--- src/rtl/pulse_start_det.sv ---
// Pulse start/end detector on DDC I/Q samples: two-stage |I|+|Q| magnitude pipeline
// feeding a hysteresis FSM that reports pulse start, activity and finished pulse length.
module pulse_start_det #(
    parameter logic [16:0] THR_HI  = 17'd2000,
    parameter logic [16:0] THR_LO  = 17'd1000,
    parameter int unsigned ON_CNT  = 8,
    parameter int unsigned OFF_CNT = 32,
    parameter int unsigned HOLDOFF = 1024
) (
    input  logic               CLK,
    input  logic               RST_N,
    input  logic               DDC_DEN,
    input  logic signed [15:0] DDC_DATI,
    input  logic signed [15:0] DDC_DATQ,
    output logic               MAG_DOE,
    output logic        [16:0] MAG_DAT,
    output logic               PULSSRT,
    output logic               PULS_ACT,
    output logic               LEN_VLD,
    output logic        [15:0] PULS_LEN
);

    localparam logic [7:0]  ON_C   = 8'(ON_CNT);
    localparam logic [7:0]  OFF_C  = 8'(OFF_CNT);
    localparam logic [15:0] HOLD_C = 16'(HOLDOFF);

    typedef enum logic [2:0] {
        S_IDLE,
        S_ARM,
        S_ACTIVE,
        S_TAIL,
        S_HOLD
    } state_t;

    // 16-bit unsigned result keeps |-32768| = 32768 exact.
    function automatic logic [15:0] abs16(input logic signed [15:0] x);
        logic [15:0] r;
        r = x[15] ? (~x + 16'd1) : x;
        return r;
    endfunction

    function automatic logic [15:0] sat_add(input logic [15:0] a, input logic [8:0] b);
        logic [16:0] s;
        s = {1'b0, a} + {8'd0, b};
        return s[16] ? 16'hFFFF : s[15:0];
    endfunction

    logic [15:0] abs_i_q, abs_q_q;
    logic        v1_q;
    logic [16:0] mag_q;
    logic        mag_doe_q;

    // NOTE: sequential state uses non-blocking assignments so every register samples
    // pre-edge values; blocking here would let stage 2 see stage 1's new data early.
    always_ff @(posedge CLK or negedge RST_N) begin
        if (!RST_N) begin
            abs_i_q   <= '0;
            abs_q_q   <= '0;
            v1_q      <= 1'b0;
            mag_q     <= '0;
            mag_doe_q <= 1'b0;
        end else begin
            v1_q      <= DDC_DEN;
            mag_doe_q <= v1_q;
            if (DDC_DEN) begin
                abs_i_q <= abs16(DDC_DATI);
                abs_q_q <= abs16(DDC_DATQ);
            end
            if (v1_q) begin
                mag_q <= {1'b0, abs_i_q} + {1'b0, abs_q_q};
            end
        end
    end

    state_t      state_q, state_d;
    logic [7:0]  run_q, run_d;
    logic [7:0]  tail_q, tail_d;
    logic [15:0] hold_q, hold_d;
    logic [15:0] len_q, len_d;
    logic        srt_q, srt_d;
    logic        act_q, act_d;
    logic        vld_q, vld_d;
    logic [15:0] plen_q, plen_d;

    logic mag_hi, mag_lo_ok;
    assign mag_hi    = (mag_q >= THR_HI);
    assign mag_lo_ok = (mag_q >= THR_LO);

    // NOTE: every variable gets a default before the case so no path leaves one
    // unassigned, which would otherwise infer a latch.
    always_comb begin
        state_d = state_q;
        run_d   = run_q;
        tail_d  = tail_q;
        hold_d  = hold_q;
        len_d   = len_q;
        srt_d   = 1'b0;
        act_d   = act_q;
        vld_d   = 1'b0;
        plen_d  = plen_q;

        if (mag_doe_q) begin
            unique case (state_q)
                S_IDLE: begin
                    if (mag_hi) begin
                        len_d = 16'd1;
                        if (ON_C == 8'd1) begin
                            state_d = S_ACTIVE;
                            run_d   = '0;
                            srt_d   = 1'b1;
                            act_d   = 1'b1;
                        end else begin
                            state_d = S_ARM;
                            run_d   = 8'd1;
                        end
                    end
                end
                S_ARM: begin
                    if (mag_hi) begin
                        len_d = sat_add(len_q, 9'd1);
                        run_d = run_q + 8'd1;
                        if (run_q + 8'd1 == ON_C) begin
                            state_d = S_ACTIVE;
                            run_d   = '0;
                            srt_d   = 1'b1;
                            act_d   = 1'b1;
                        end
                    end else begin
                        state_d = S_IDLE;
                        run_d   = '0;
                        len_d   = '0;
                    end
                end
                S_ACTIVE: begin
                    if (mag_lo_ok) begin
                        len_d = sat_add(len_q, 9'd1);
                    end else if (OFF_C == 8'd1) begin
                        state_d = S_HOLD;
                        vld_d   = 1'b1;
                        act_d   = 1'b0;
                        plen_d  = len_q;
                        len_d   = '0;
                        hold_d  = '0;
                    end else begin
                        state_d = S_TAIL;
                        tail_d  = 8'd1;
                    end
                end
                S_TAIL: begin
                    // A pulse that recovers keeps its dip samples in the length.
                    if (mag_lo_ok) begin
                        state_d = S_ACTIVE;
                        len_d   = sat_add(len_q, {1'b0, tail_q} + 9'd1);
                        tail_d  = '0;
                    end else if (tail_q + 8'd1 == OFF_C) begin
                        state_d = S_HOLD;
                        vld_d   = 1'b1;
                        act_d   = 1'b0;
                        plen_d  = len_q;
                        len_d   = '0;
                        tail_d  = '0;
                        hold_d  = '0;
                    end else begin
                        tail_d = tail_q + 8'd1;
                    end
                end
                S_HOLD: begin
                    if (hold_q + 16'd1 == HOLD_C) begin
                        state_d = S_IDLE;
                        hold_d  = '0;
                    end else begin
                        hold_d = hold_q + 16'd1;
                    end
                end
                default: begin
                    state_d = S_IDLE;
                end
            endcase
        end
    end

    always_ff @(posedge CLK or negedge RST_N) begin
        if (!RST_N) begin
            state_q <= S_IDLE;
            run_q   <= '0;
            tail_q  <= '0;
            hold_q  <= '0;
            len_q   <= '0;
            srt_q   <= 1'b0;
            act_q   <= 1'b0;
            vld_q   <= 1'b0;
            plen_q  <= '0;
        end else begin
            state_q <= state_d;
            run_q   <= run_d;
            tail_q  <= tail_d;
            hold_q  <= hold_d;
            len_q   <= len_d;
            srt_q   <= srt_d;
            act_q   <= act_d;
            vld_q   <= vld_d;
            plen_q  <= plen_d;
        end
    end

    assign MAG_DOE  = mag_doe_q;
    assign MAG_DAT  = mag_q;
    assign PULSSRT  = srt_q;
    assign PULS_ACT = act_q;
    assign LEN_VLD  = vld_q;
    assign PULS_LEN = plen_q;

endmodule

--- config.mk ---
export PLATFORM = sky130hd
export DESIGN_NAME = pulse_start_det
export DESIGN_NICKNAME = d
export VERILOG_FILES = /design/src/rtl/pulse_start_det.sv
export SDC_FILE = /design/constraint.sdc
export NUM_CORES = 1
export LEC_CHECK = 0
export ABC_AREA = 1
export BUFFER_PORTS_ARGS = -buffer_cell sky130_fd_sc_hd__buf_4
export CAP_MARGIN = 15
export CORE_ASPECT_RATIO = 0.9
export CORE_MARGIN = 2
export CORE_UTILIZATION = 35
export DETAILED_ROUTE_END_ITERATION = 7
export GPL_ROUTABILITY_DRIVEN = 0
export PLACE_DENSITY = 0.56
export SLEW_MARGIN = 30
export SYNTH_ARGS = -nofsm -noshare
export SYNTH_HDL_FRONTEND = slang
export SYNTH_SLANG_ARGS = --single-unit
export TNS_END_PERCENT = 20
--- constraint.sdc ---
create_clock -name CLK -period 2.7 [get_ports CLK]
set_input_delay 0.405 -clock CLK [delete_from_list [all_inputs] [get_ports CLK]]
set_output_delay 0.405 -clock CLK [all_outputs]
set_load 0.01 [all_outputs]
==> After elaboration in Yosys (flattened, before gate mapping) <==
Cells that the tools add are included.
W data, S select, Z words.
{ "classes": {"n_addsub": 9, "n_mul": 0, "div_mod_pow": 0, "magnitude_cmp": 2, "eq_ne": 17, "shifts": 0, "n_mux": 42, "bitwise_logic": 3, "n_reduce_logical": 13} }
{ "op_table": {"columns": ["op", "count"], "rows": [
  ["$mux W16", 11],
  ["$pmux W16 S4", 1],
  ["$add A16 B1 Y16 const B", 3],
  ["$mux W8", 6],
  ["$not A16 Y16", 2],
  ["$pmux W16 S2", 1],
  ["$pmux W8 S2", 2],
  ["$mux W3", 7],
  ["$add A16 B1 Y17 const B", 1],
  ["$add A16 B16 Y17", 1],
  ["$add A16 B9 Y17", 1],
  ["$ge A17 B10 Y1 const B", 1],
  ["$ge A17 B11 Y1 const B", 1],
  ["$add A8 B1 Y8 const B", 2],
  ["$eq A16 B11 Y1 const B", 1],
  ["$ne A2 B2 Y1 const B", 8],
  ["$pmux W3 S5", 1],
  ["$mux W1", 12],
  ["$reduce_and A6 Y1", 2],
  ["$add A8 B1 Y9 const B", 1],
  ["$eq A8 B4 Y1 const B", 1],
  ["$eq A8 B6 Y1 const B", 1],
  ["$reduce_and A4 Y1", 2],
  ["$reduce_bool A2 Y1", 4],
  ["10 further kinds", 13]
]} }
{ "word_totals": {"ff_bits": 121, "latch_bits": 0, "ram_bits": 0, "rom_bits": 0, "in_bits": 35, "output_inout_bits": 37, "wordCells": 100, "n_memories": 0} }

==> Longest topological paths before layout <==
Gate-level depths: netlist (run 1).
{ "depth": {"depth_word": 6, "depth_mapped": 15, "ltp_nobuf": 15} }

==> Least setup slack after synthesis (run 1) <==
Ideal clock, no wire load.
{ "synth_path": {"kind": "register to register", "startpoint": "register len_q[0]", "endpoint": "register len_q[0]", "setup_ns": 0.125, "t_arrival_ns": 2.004, "t_required_ns": 2.575, "path_slack_ns": 0.571, "stages_incl_launch_ff": 13, "n_path_buf": 0, "synth_period_minus_slack_ns": 2.129, "cell_sequence": "dfrtp_1 -> inv_1 -> ha_1 -> inv_1 -> fa_1 -> nand3_1 -> nand2_1 -> nand3_1 -> nand3_1 -> nand2_1 -> a21oi_1 -> o21ai_0 -> o21ai_1"} }
{ "synth_via": {"elab_chain_len": 4, "elab_cells_between_ends": 8, "cone_classes": "add/sub: 2; mux: 6"} }
{ "synth_lines": {"columns": ["item", "line", "source"], "rows": [
  ["start: declaration", "79", "logic [15:0] len_q, len_d;"],
  ["start signal: assignment", "198", "len_q <= len_d;"],
  ["$add A16 B9 Y17 or $add A16 B1 Y17 (tied branches)", "44", "s = {1'b0, a} + {8'd0, b};"],
  ["$mux W16", "45", "return s[16] ? 16'hFFFF : s[15:0];"],
  ["$mux W16, on equally long branches", "151, 119, 135", null],
  ["$pmux W16 S4 (*)", "103", "unique case (state_q)"]
]} }
Every way passes the cells marked *; elsewhere a longest branch is shown, timed or not. The select of a mux whose other input is x is not followed.
A chain may end at the register's enable or synchronous reset.

==> Final worst setup path (run 1) <==
{ "layout_path": {"startpoint": "register len_q[0]", "endpoint": "register len_q[7]"} }
The elaborated chain is that of the path after synthesis.

==> results_tabular.tex, run 1 <==
\begin{tabular}{lr}
\hline
Metric & Value \\
\hline
\multicolumn{2}{l}{\textbf{Pwr}} \\
\quad Combinational share of power & 0.263 \\
\quad Net Sw Frac & 0.348 \\
\quad Max VDD drop & 0.574 mV \\
\quad Sequential power share & 0.373 \\
\quad Cell area power density & 623 mW/mm² \\
\quad Clock share of power & 0.365 \\
\quad Final Power & 0.00597 W \\
\quad Psw & 0.00208 W \\
\quad Internal & 0.00389 W \\
\quad Total leakage power & 4.61 nW \\
\multicolumn{2}{l}{\textbf{Place}} \\
\quad Detailed placer's ending HPWL & 15.5 mm \\
\quad Place WS & 0.398 ns \\
\quad Number of port buffers & 71 \\
\multicolumn{2}{l}{\textbf{Synth}} \\
\quad Number of enable-type register cells in the synthesized netlist & 0 \\
\quad Most frequent cells after synthesis & sky130\_fd\_sc\_hd\_\_nand2\_1 (311), sky130\_fd\_sc\_hd\_\_dfrtp\_1 (121), sky130\_fd\_sc\_hd\_\_inv\_1 (107) \\
\quad Fraction of synthesized cell area in xor and xnor cells & 0.0462 \\
\quad Adder and majority cell fraction of the synthesized area & 0.0540 \\
\quad Distinct cell type count after synthesis & 42 \\
\quad Cells after Synth & 1,109 \\
\quad Dominant combinational cell family by area after synthesis & simple AND/OR/NAND/NOR gates \\
\quad Synthesized area & 0.00816 mm² \\
\quad Cell type with the highest aggregate area in the netlist & sky130\_fd\_sc\_hd\_\_dfrtp\_1 \\
\quad Share of flip-flops with an asynchronous set or reset after synthesis & 1.00 \\
\quad Number of warning messages in the yosys log & 0 \\
\quad Number of synthesized register bits & 121 \\
\quad Total nets after synthesis & 1,178 \\
\quad Synth Area in Compound Gates & 0.140 \\
\quad Post-Synth Simple-Gate Area & 0.316 \\
\quad Most common cell in the netlist & sky130\_fd\_sc\_hd\_\_nand2\_1 \\
\quad Post-synth top area share & 0.371 \\
\quad Share of cell area taken by muxes after synthesis & 0 \\
\quad Top post-synthesis cells by area & sky130\_fd\_sc\_hd\_\_dfrtp\_1 (37\%), sky130\_fd\_sc\_hd\_\_nand2\_1 (14\%), sky130\_fd\_sc\_hd\_\_o21ai\_0 (5.6\%) \\
\quad Share of the yosys chip area belonging to registers & 0.371 \\
\quad Syn\_area\_per\_cell & 7.36 µm² \\
\quad Main flop type after synthesis & sky130\_fd\_sc\_hd\_\_dfrtp\_1 \\
\multicolumn{2}{l}{\textbf{Critical path}} \\
\quad Cell-by-cell listing of the critical path & inv\_1 -> ha\_1 -> inv\_1 -> fa\_1 -> nand3\_1 -> nand2\_1 -> nand3\_1 -> nand3\_1 -> nand2\_1 -> nor2\_1 -> o21ai\_0 -> o21ai\_1 -> nand2\_1 -> nand2\_1 \\
\quad CP arrival & 2.62 ns \\
\quad Endpoint required time on the critical path & 3.00 ns \\
\quad Critical path start-end classification & register to register \\
\quad Category of the worst setup path launch point & register \\
\quad Maximum fanout encountered on the critical timing path & 4 \\
\quad CP peak stage delay & 0.39 ns \\
\quad Cell repeated most along the worst path & sky130\_fd\_sc\_hd\_\_nand2\_1 \\
\quad Type of destination of the critical path & register \\
\quad Cell type of the slowest stage on the worst timing path & sky130\_fd\_sc\_hd\_\_dfrtp\_1 \\
\multicolumn{2}{l}{\textbf{Drt}} \\
\quad Length of the first detailed-routing pass in iterations & 5 \\
\quad Total detailed-routing wirelength & 20.1 mm \\
\quad Starting DRT DRC Count & 469 \\
\quad Count of nets left with antenna violations after detail routing & 0 \\
\quad Routed length per instance & 13.4 µm \\
\quad Via Count & 7,294 \\
\quad Vias per cell & 4.87 \\
\quad DRC & 0 \\
\multicolumn{2}{l}{\textbf{Clock network}} \\
\quad CTS Buffer Depth & 2 \\
\quad Clk Latency, worst-skew pair & 0.42 ns \\
\quad Buffers inserted by post-CTS timing repair & 0 \\
\quad Post-CTS clock slew at the launch and capture registers of the worst setup and hold paths & 0.06 ns \\
\quad H-Tree Depth & 4 \\
\quad Root Driver & sky130\_fd\_sc\_hd\_\_clkbuf\_16 \\
\quad Clock tree from TritonCTS & done \\
\quad Number of clock buffers inserted by TritonCTS & 17 \\
\quad CTS sink count & 121 \\
\multicolumn{2}{l}{\textbf{Timing}} \\
\quad Worst-case hold slack & 0.221 ns \\
\quad Final-report max-slew violation count & 0 \\
\quad Timing-limited maximum frequency & 431 MHz \\
\quad Setup TNS & 0 ns \\
\quad Clock Skews & 0.0121 ns \\
\quad Period minus WS final & 2.32 ns \\
\quad Worst max-slew margin expressed relative to the limit & 0.530 \\
\quad Ratio of final minimum period to clock period & 0.859 \\
\quad Final Hold Viols & 0 \\
\quad Worst Setup Slack, final & 0.382 ns \\
\quad Final setup violating endpoints & 0 \\
\quad RSZ-0062 raised after global routing & no \\
\quad Worst-margin pin slew & 0.705 ns \\
\multicolumn{2}{l}{\textbf{Global routing}} \\
\quad Congestion Overflow GR & 0 \\
\quad Initial antenna violation count & 0 \\
\quad Global Route Usage Sum & 0.173 \\
\quad Global-route wire length before repair & 34.4 mm \\
\quad Via count of the first global-routing pass & 6,938 \\
\quad Maximum number of pins on one net before global-route repair & 50 \\
\multicolumn{2}{l}{\textbf{Floorplan}} \\
\quad Initial Utilization & 0.359 \\
\quad Die height & 149 µm \\
\quad Overall die area & 0.0245 mm² \\
\quad Core outline area & 0.0227 mm² \\
\quad Die Width & 165 µm \\
\quad I/O Pins & 72 \\
\quad Number of placement rows & 52 \\
\multicolumn{2}{l}{\textbf{Cells and area}} \\
\quad Share of post-route cells with drive strength above 1 & 0.156 \\
\quad P\&R area growth vs syn & 17.4\% \\
\quad Share of the core filled with cells in the final layout & 0.422 \\
\quad NumNets Final & 1,257 \\
\quad Number of diodes added for antenna fixing & 0 \\
\multicolumn{2}{l}{\textbf{Run}} \\
\quad Max-capacitance violation count & 0 \\
\multicolumn{2}{l}{\textbf{Worst hold path}} \\
\quad Min-delay worst type & input port to register \\
\multicolumn{2}{l}{\textbf{Outcome}} \\
\quad Outcome & completed \\
\hline
\end{tabular}
==> power by group through the flow <==
stage	clock network, W	logic [W]	registers [W]
2_1_floorplan	0	0.00101	0.00224
3_3_place_gp	0	0.00157	0.00225
3_5_place_dp	0	0.00158	0.00226
4_1_cts	0.00223	0.00159	0.00223
5_1_grt	0.00230	0.00179	0.00226
6_report	0.00218	0.00157	0.00222
==> worst max-delay path, delay by kind of cell, from the launching register on <==
| family | cells | cell delay, ns |
|---|---|---|
| AO/OA/AOI/OAI | 2 | 0.26 |
| buffers and inverters | 2 | 0.19 |
| flip-flops | 1 | 0.39 |
| adder cells (fa/ha/maj) | 2 | 0.56 |
| AND/OR/NAND/NOR | 8 | 0.79 |
==> cell families (layout without fill, tap and decap cells) <==
logic type | count (synthesis) | count (layout)
and+or+nand+nor | 574 | 574
adders and majority gates | 34 | 34
buffers and inverters | 140 | 231
DFF | 121 | 121
AOI/OAI and AO/OA | 197 | 197
xor gates and xnor gates | 43 | 43
==> registers in the layout (all words and copies together) (netlist names) <==
name and flops:
MAG_DOE 1, PULS_ACT 1, len_q 16, PULSSRT 1, abs_q_q 16, v1_q 1
state_q 3, tail_q 8, abs_i_q 16, LEN_VLD 1, MAG_DAT 17, run_q 8
PULS_LEN 16, hold_q 16
==> worst paths after layout <==
kind,startpoint,end,slack (ns),cells after the start
worst min-delay path,DDC_DEN,v1_q,0.22,1
worst max-delay path,len_q[0],len_q[7],0.38,14
worst max register to register,len_q[0],len_q[7],0.38,14
worst min register to register,PULS_LEN[7],PULS_LEN[7],0.48,2
max in group asynchronous,RST_N,abs_q_q[10],1.59,3
min in group asynchronous,RST_N,run_q[2],0.38,2
==> what timing repair did <==
action | CTS | global route
gates resized for setup | 0 | 0
endpoints found under the hold margin | 10 | 0
endpoints found under the setup margin | 0 | 0
hold buffers | 1 | 0
==> area by class of cell <==
cell class,instances,area (µm²)
fill,2347,13100
multi-input combinational,848,4530
sequential,121,3030
timing repair buffer,83,638
inverter,117,444
clock buffer,19,443
tap,297,372
clock inverter,12,121
==> stage by stage <==
| step | instance area [µm²] | instances |
|---|---|---|
| after floorplan | 8160 | 1109 |
| after global placement | 9000 | 1465 |
| after detailed placement | 9000 | 1465 |
| after CTS | 9580 | 1497 |
| after global routing | 9580 | 1497 |
| final | 9580 | 1497 |
==> layout by cell type (no fill, tap or decap), types with 8 or more instances in the layout <==
| master | count |
|---|---|
| sky130_fd_sc_hd__a21oi_1 | 43 |
| sky130_fd_sc_hd__buf_4 | 81 |
| sky130_fd_sc_hd__clkbuf_16 | 17 |
| sky130_fd_sc_hd__dfrtp_1 | 121 |
| sky130_fd_sc_hd__ha_1 | 32 |
| sky130_fd_sc_hd__inv_1 | 107 |
| sky130_fd_sc_hd__nand2_1 | 311 |
| sky130_fd_sc_hd__nand3_1 | 82 |
| sky130_fd_sc_hd__nand3b_1 | 9 |
| sky130_fd_sc_hd__nand4_1 | 21 |
| sky130_fd_sc_hd__nor2_1 | 95 |
| sky130_fd_sc_hd__nor2_4 | 8 |
| sky130_fd_sc_hd__nor3_1 | 12 |
| sky130_fd_sc_hd__o21ai_0 | 91 |
| sky130_fd_sc_hd__o21ai_1 | 11 |
| sky130_fd_sc_hd__o21ai_2 | 25 |
| sky130_fd_sc_hd__xnor2_1 | 13 |
| sky130_fd_sc_hd__xor2_1 | 30 |
==> layer usage <==
metal | up-vias | global-route usage | share of wire
li1 | 3806 | - | -
met3 | 14 | 0.0281 | 0.038
met1 | 3332 | 0.250 | 0.50
met2 | 142 | 0.273 | 0.45
met4 | 0 | 0.0422 | 0.0087
met5 | - | 0 | 0
(Power assumes the default switching activity.)
==> inputs of run 2 (changes only) <==
--- a/config.mk
+++ b/config.mk
@@ -8,13 +8,15 @@
 export ABC_AREA = 1
 export BUFFER_PORTS_ARGS = -buffer_cell sky130_fd_sc_hd__buf_4
 export CAP_MARGIN = 15
+export CELL_PAD_IN_SITES_DETAIL_PLACEMENT = 0
+export CELL_PAD_IN_SITES_GLOBAL_PLACEMENT = 1
 export CORE_ASPECT_RATIO = 0.9
 export CORE_MARGIN = 2
 export CORE_UTILIZATION = 35
 export DETAILED_ROUTE_END_ITERATION = 7
 export GPL_ROUTABILITY_DRIVEN = 0
-export PLACE_DENSITY = 0.56
-export SLEW_MARGIN = 30
+export PLACE_DENSITY = 0.7
+export SLEW_MARGIN = 20
 export SYNTH_ARGS = -nofsm -noshare
 export SYNTH_HDL_FRONTEND = slang
 export SYNTH_SLANG_ARGS = --single-unit
==> run 2 against run 1 <==
Critical endpoint is now len_q[5]. Count of clock-buffer cells in the layout fell by 2. Register-to-register slack got worse by 0.09 ns. The flow now finishes with violations (hold timing). Sequential power is essentially flat.
==> results_tabular.tex, run 2 (synthesis results as in run 1) <==
\begin{tabular}{lr}
\hline
Metric & Value \\
\hline
\multicolumn{2}{l}{\textbf{Outcome}} \\
\quad Outcome & complete, but fails checks \\
\quad Failing checks & hold timing \\
\multicolumn{2}{l}{\textbf{Critical path}} \\
\quad Cell type of the slowest stage on the worst timing path & sky130\_fd\_sc\_hd\_\_fa\_1 \\
\quad Reg-to-Reg Start & len\_q[0] \\
\quad CP arrival & 2.73 ns \\
\quad Critical path start-end classification & register to register \\
\quad FF-to-FF End & len\_q[5] \\
\quad Maximum fanout encountered on the critical timing path & 7 \\
\quad Type of destination of the critical path & register \\
\quad CP peak stage delay & 0.40 ns \\
\quad Endpoint required time on the critical path & 3.02 ns \\
\quad Number of cells traversed by the worst register-to-register path & 15 \\
\quad Family with the most delay on the worst path & simple AND/OR/NAND/NOR gates \\
\quad Cell repeated most along the worst path & sky130\_fd\_sc\_hd\_\_nand2\_1 \\
\quad Category of the worst setup path launch point & register \\
\quad Cell-by-cell listing of the critical path & inv\_1 -> ha\_1 -> inv\_1 -> fa\_1 -> nand3\_1 -> nand2\_1 -> nand3\_1 -> nand3\_1 -> nand2\_1 -> buf\_4 -> nand2\_1 -> nand2\_1 -> o21ai\_0 -> nand2\_1 -> o21ai\_2 \\
\quad CP bufs+invs & 3 \\
\quad R2r setup slk & 0.29 ns \\
\multicolumn{2}{l}{\textbf{Clock network}} \\
\quad Root Driver & sky130\_fd\_sc\_hd\_\_clkbuf\_16 \\
\quad Buffers inserted by post-CTS timing repair & 0 \\
\quad Clock tree from TritonCTS & done \\
\quad Hold-fix buffer count after cts & 0 \\
\quad Post-CTS sizing & 0 \\
\quad Number of clock buffers inserted by TritonCTS & 17 \\
\quad Post-CTS clock slew at the launch and capture registers of the worst setup and hold paths & 0.07 ns \\
\quad Clk Latency, worst-skew pair & 0.43 ns \\
\quad CTS Buffer Depth & 2 \\
\quad H-Tree Depth & 4 \\
\quad CTS sink count & 121 \\
\multicolumn{2}{l}{\textbf{Cells and area}} \\
\quad Most frequent standard cell in the layout excluding fill and tap cells & sky130\_fd\_sc\_hd\_\_nand2\_1 \\
\quad Post-route insts no fill & 1,501 \\
\quad Number of diodes added for antenna fixing & 0 \\
\quad Area used by multi-input combinational logic & 0.00453 mm² \\
\quad NumNets Final & 1,260 \\
\quad Commonest cells after routing, fill and taps aside & sky130\_fd\_sc\_hd\_\_nand2\_1 (311), sky130\_fd\_sc\_hd\_\_dfrtp\_1 (121), sky130\_fd\_sc\_hd\_\_inv\_1 (107) \\
\quad Share of post-route cells with drive strength above 1 & 0.160 \\
\quad Max FFs per register & 17 \\
\quad Area of all sequential standard cells & 0.00303 mm² \\
\quad \# fillers & 2,357 \\
\quad P\&R area growth vs syn & 17.9\% \\
\multicolumn{2}{l}{\textbf{Timing}} \\
\quad Final-report max-slew violation count & 0 \\
\quad Final Hold Viols & 12 \\
\quad Ratio of final minimum period to clock period & 0.891 \\
\quad RSZ-0062 raised after global routing & no \\
\quad Timing-limited maximum frequency & 416 MHz \\
\quad Worst max-slew margin expressed relative to the limit & 0.552 \\
\quad Worst-case hold slack & -0.0187 ns \\
\quad Clock Skews & 0.00962 ns \\
\quad Period minus WS final & 2.41 ns \\
\quad Final setup violating endpoints & 0 \\
\quad Worst-margin pin slew & 0.671 ns \\
\quad Setup TNS & 0 ns \\
\multicolumn{2}{l}{\textbf{Drt}} \\
\quad Length of the first detailed-routing pass in iterations & 5 \\
\quad Vias per cell & 4.82 \\
\quad DRC & 0 \\
\quad Count of nets left with antenna violations after detail routing & 0 \\
\quad Total detailed-routing wirelength & 21.9 mm \\
\quad Routed length per instance & 14.6 µm \\
\quad Via Count & 7,233 \\
\quad Starting DRT DRC Count & 475 \\
\multicolumn{2}{l}{\textbf{Global routing}} \\
\quad Congestion Overflow GR & 0 \\
\quad Via count of the first global-routing pass & 6,983 \\
\quad Initial antenna violation count & 0 \\
\quad Global Route Usage Sum & 0.189 \\
\quad Global-route wire length before repair & 36.4 mm \\
\quad Maximum number of pins on one net before global-route repair & 55 \\
\multicolumn{2}{l}{\textbf{Pwr}} \\
\quad Total leakage power & 4.64 nW \\
\quad Cell area power density & 636 mW/mm² \\
\quad Max VDD drop & 0.440 mV \\
\multicolumn{2}{l}{\textbf{Run}} \\
\quad Max-capacitance violation count & 0 \\
\multicolumn{2}{l}{\textbf{Place}} \\
\quad Number of port buffers & 71 \\
\quad Detailed placer's ending HPWL & 16.9 mm \\
\quad DP Cell Count & 1,469 \\
\multicolumn{2}{l}{\textbf{Floorplan}} \\
\quad Initial Utilization & 0.359 \\
\quad Die height & 149 µm \\
\quad I/O Pins & 72 \\
\quad Number of placement rows & 52 \\
\quad Overall die area & 0.0245 mm² \\
\quad Core outline area & 0.0227 mm² \\
\quad Die Width & 165 µm \\
\multicolumn{2}{l}{\textbf{Worst hold path}} \\
\quad Min-delay worst type & input port to async pin \\
\hline
\end{tabular}
==> run 2: worst max path at each step <==
stage	start	to	slack, ns	depth (start not counted)
global placement	len_q[0]	len_q[5]	0.36	15
global route	len_q[0]	len_q[5]	0.09	15
detailed placement	len_q[0]	len_q[5]	0.32	15
CTS	len_q[0]	len_q[5]	0.31	15
floorplan	len_q[0]	len_q[0]	0.57	12
finish	len_q[0]	len_q[5]	0.29	15
==> run 2: per-layer routing <==
layer / global-route usage / up-vias / wire length, µm
met5: 0 / - / 0
met3: 0.0398 / 19 / 890
li1: - / 3813 / -
met4: 0.0496 / 0 / 262
met1: 0.272 / 3268 / 11200
met2: 0.288 / 133 / 9500
==> run 2: report_power, final <==
group          switching [W]  leakage, nW  internal (W)
combinational        0.00100         2.78      0.000598
clock               0.000984        0.285       0.00130
sequential          0.000210         1.58       0.00202
total                0.00220         4.64       0.00392
==> run 2: area by class of cell <==
cell class | count | area share
clock buffer | 17 | 0.0442
clock inverter | 15 | 0.0161
inverter | 117 | 0.0462
multi-input combinational | 848 | 0.471
sequential | 121 | 0.315
tap | 297 | 0.0386
timing repair buffer | 86 | 0.0684
==> run 2: through the flow <==
step	setup slack [ns]	hold WS (ns)	instance area (µm²)	util	power, W
floorplan	0.571	0.109	8160	-	0.00324
global placement	0.364	0.463	9030	0.398	0.00388
detailed placement	0.320	0.462	9030	0.398	0.00388
CTS	0.313	0.0106	9620	0.423	0.00620
global route	0.0880	0.0277	9620	0.423	0.00651
finish	0.294	-0.0187	9620	0.423	0.00612
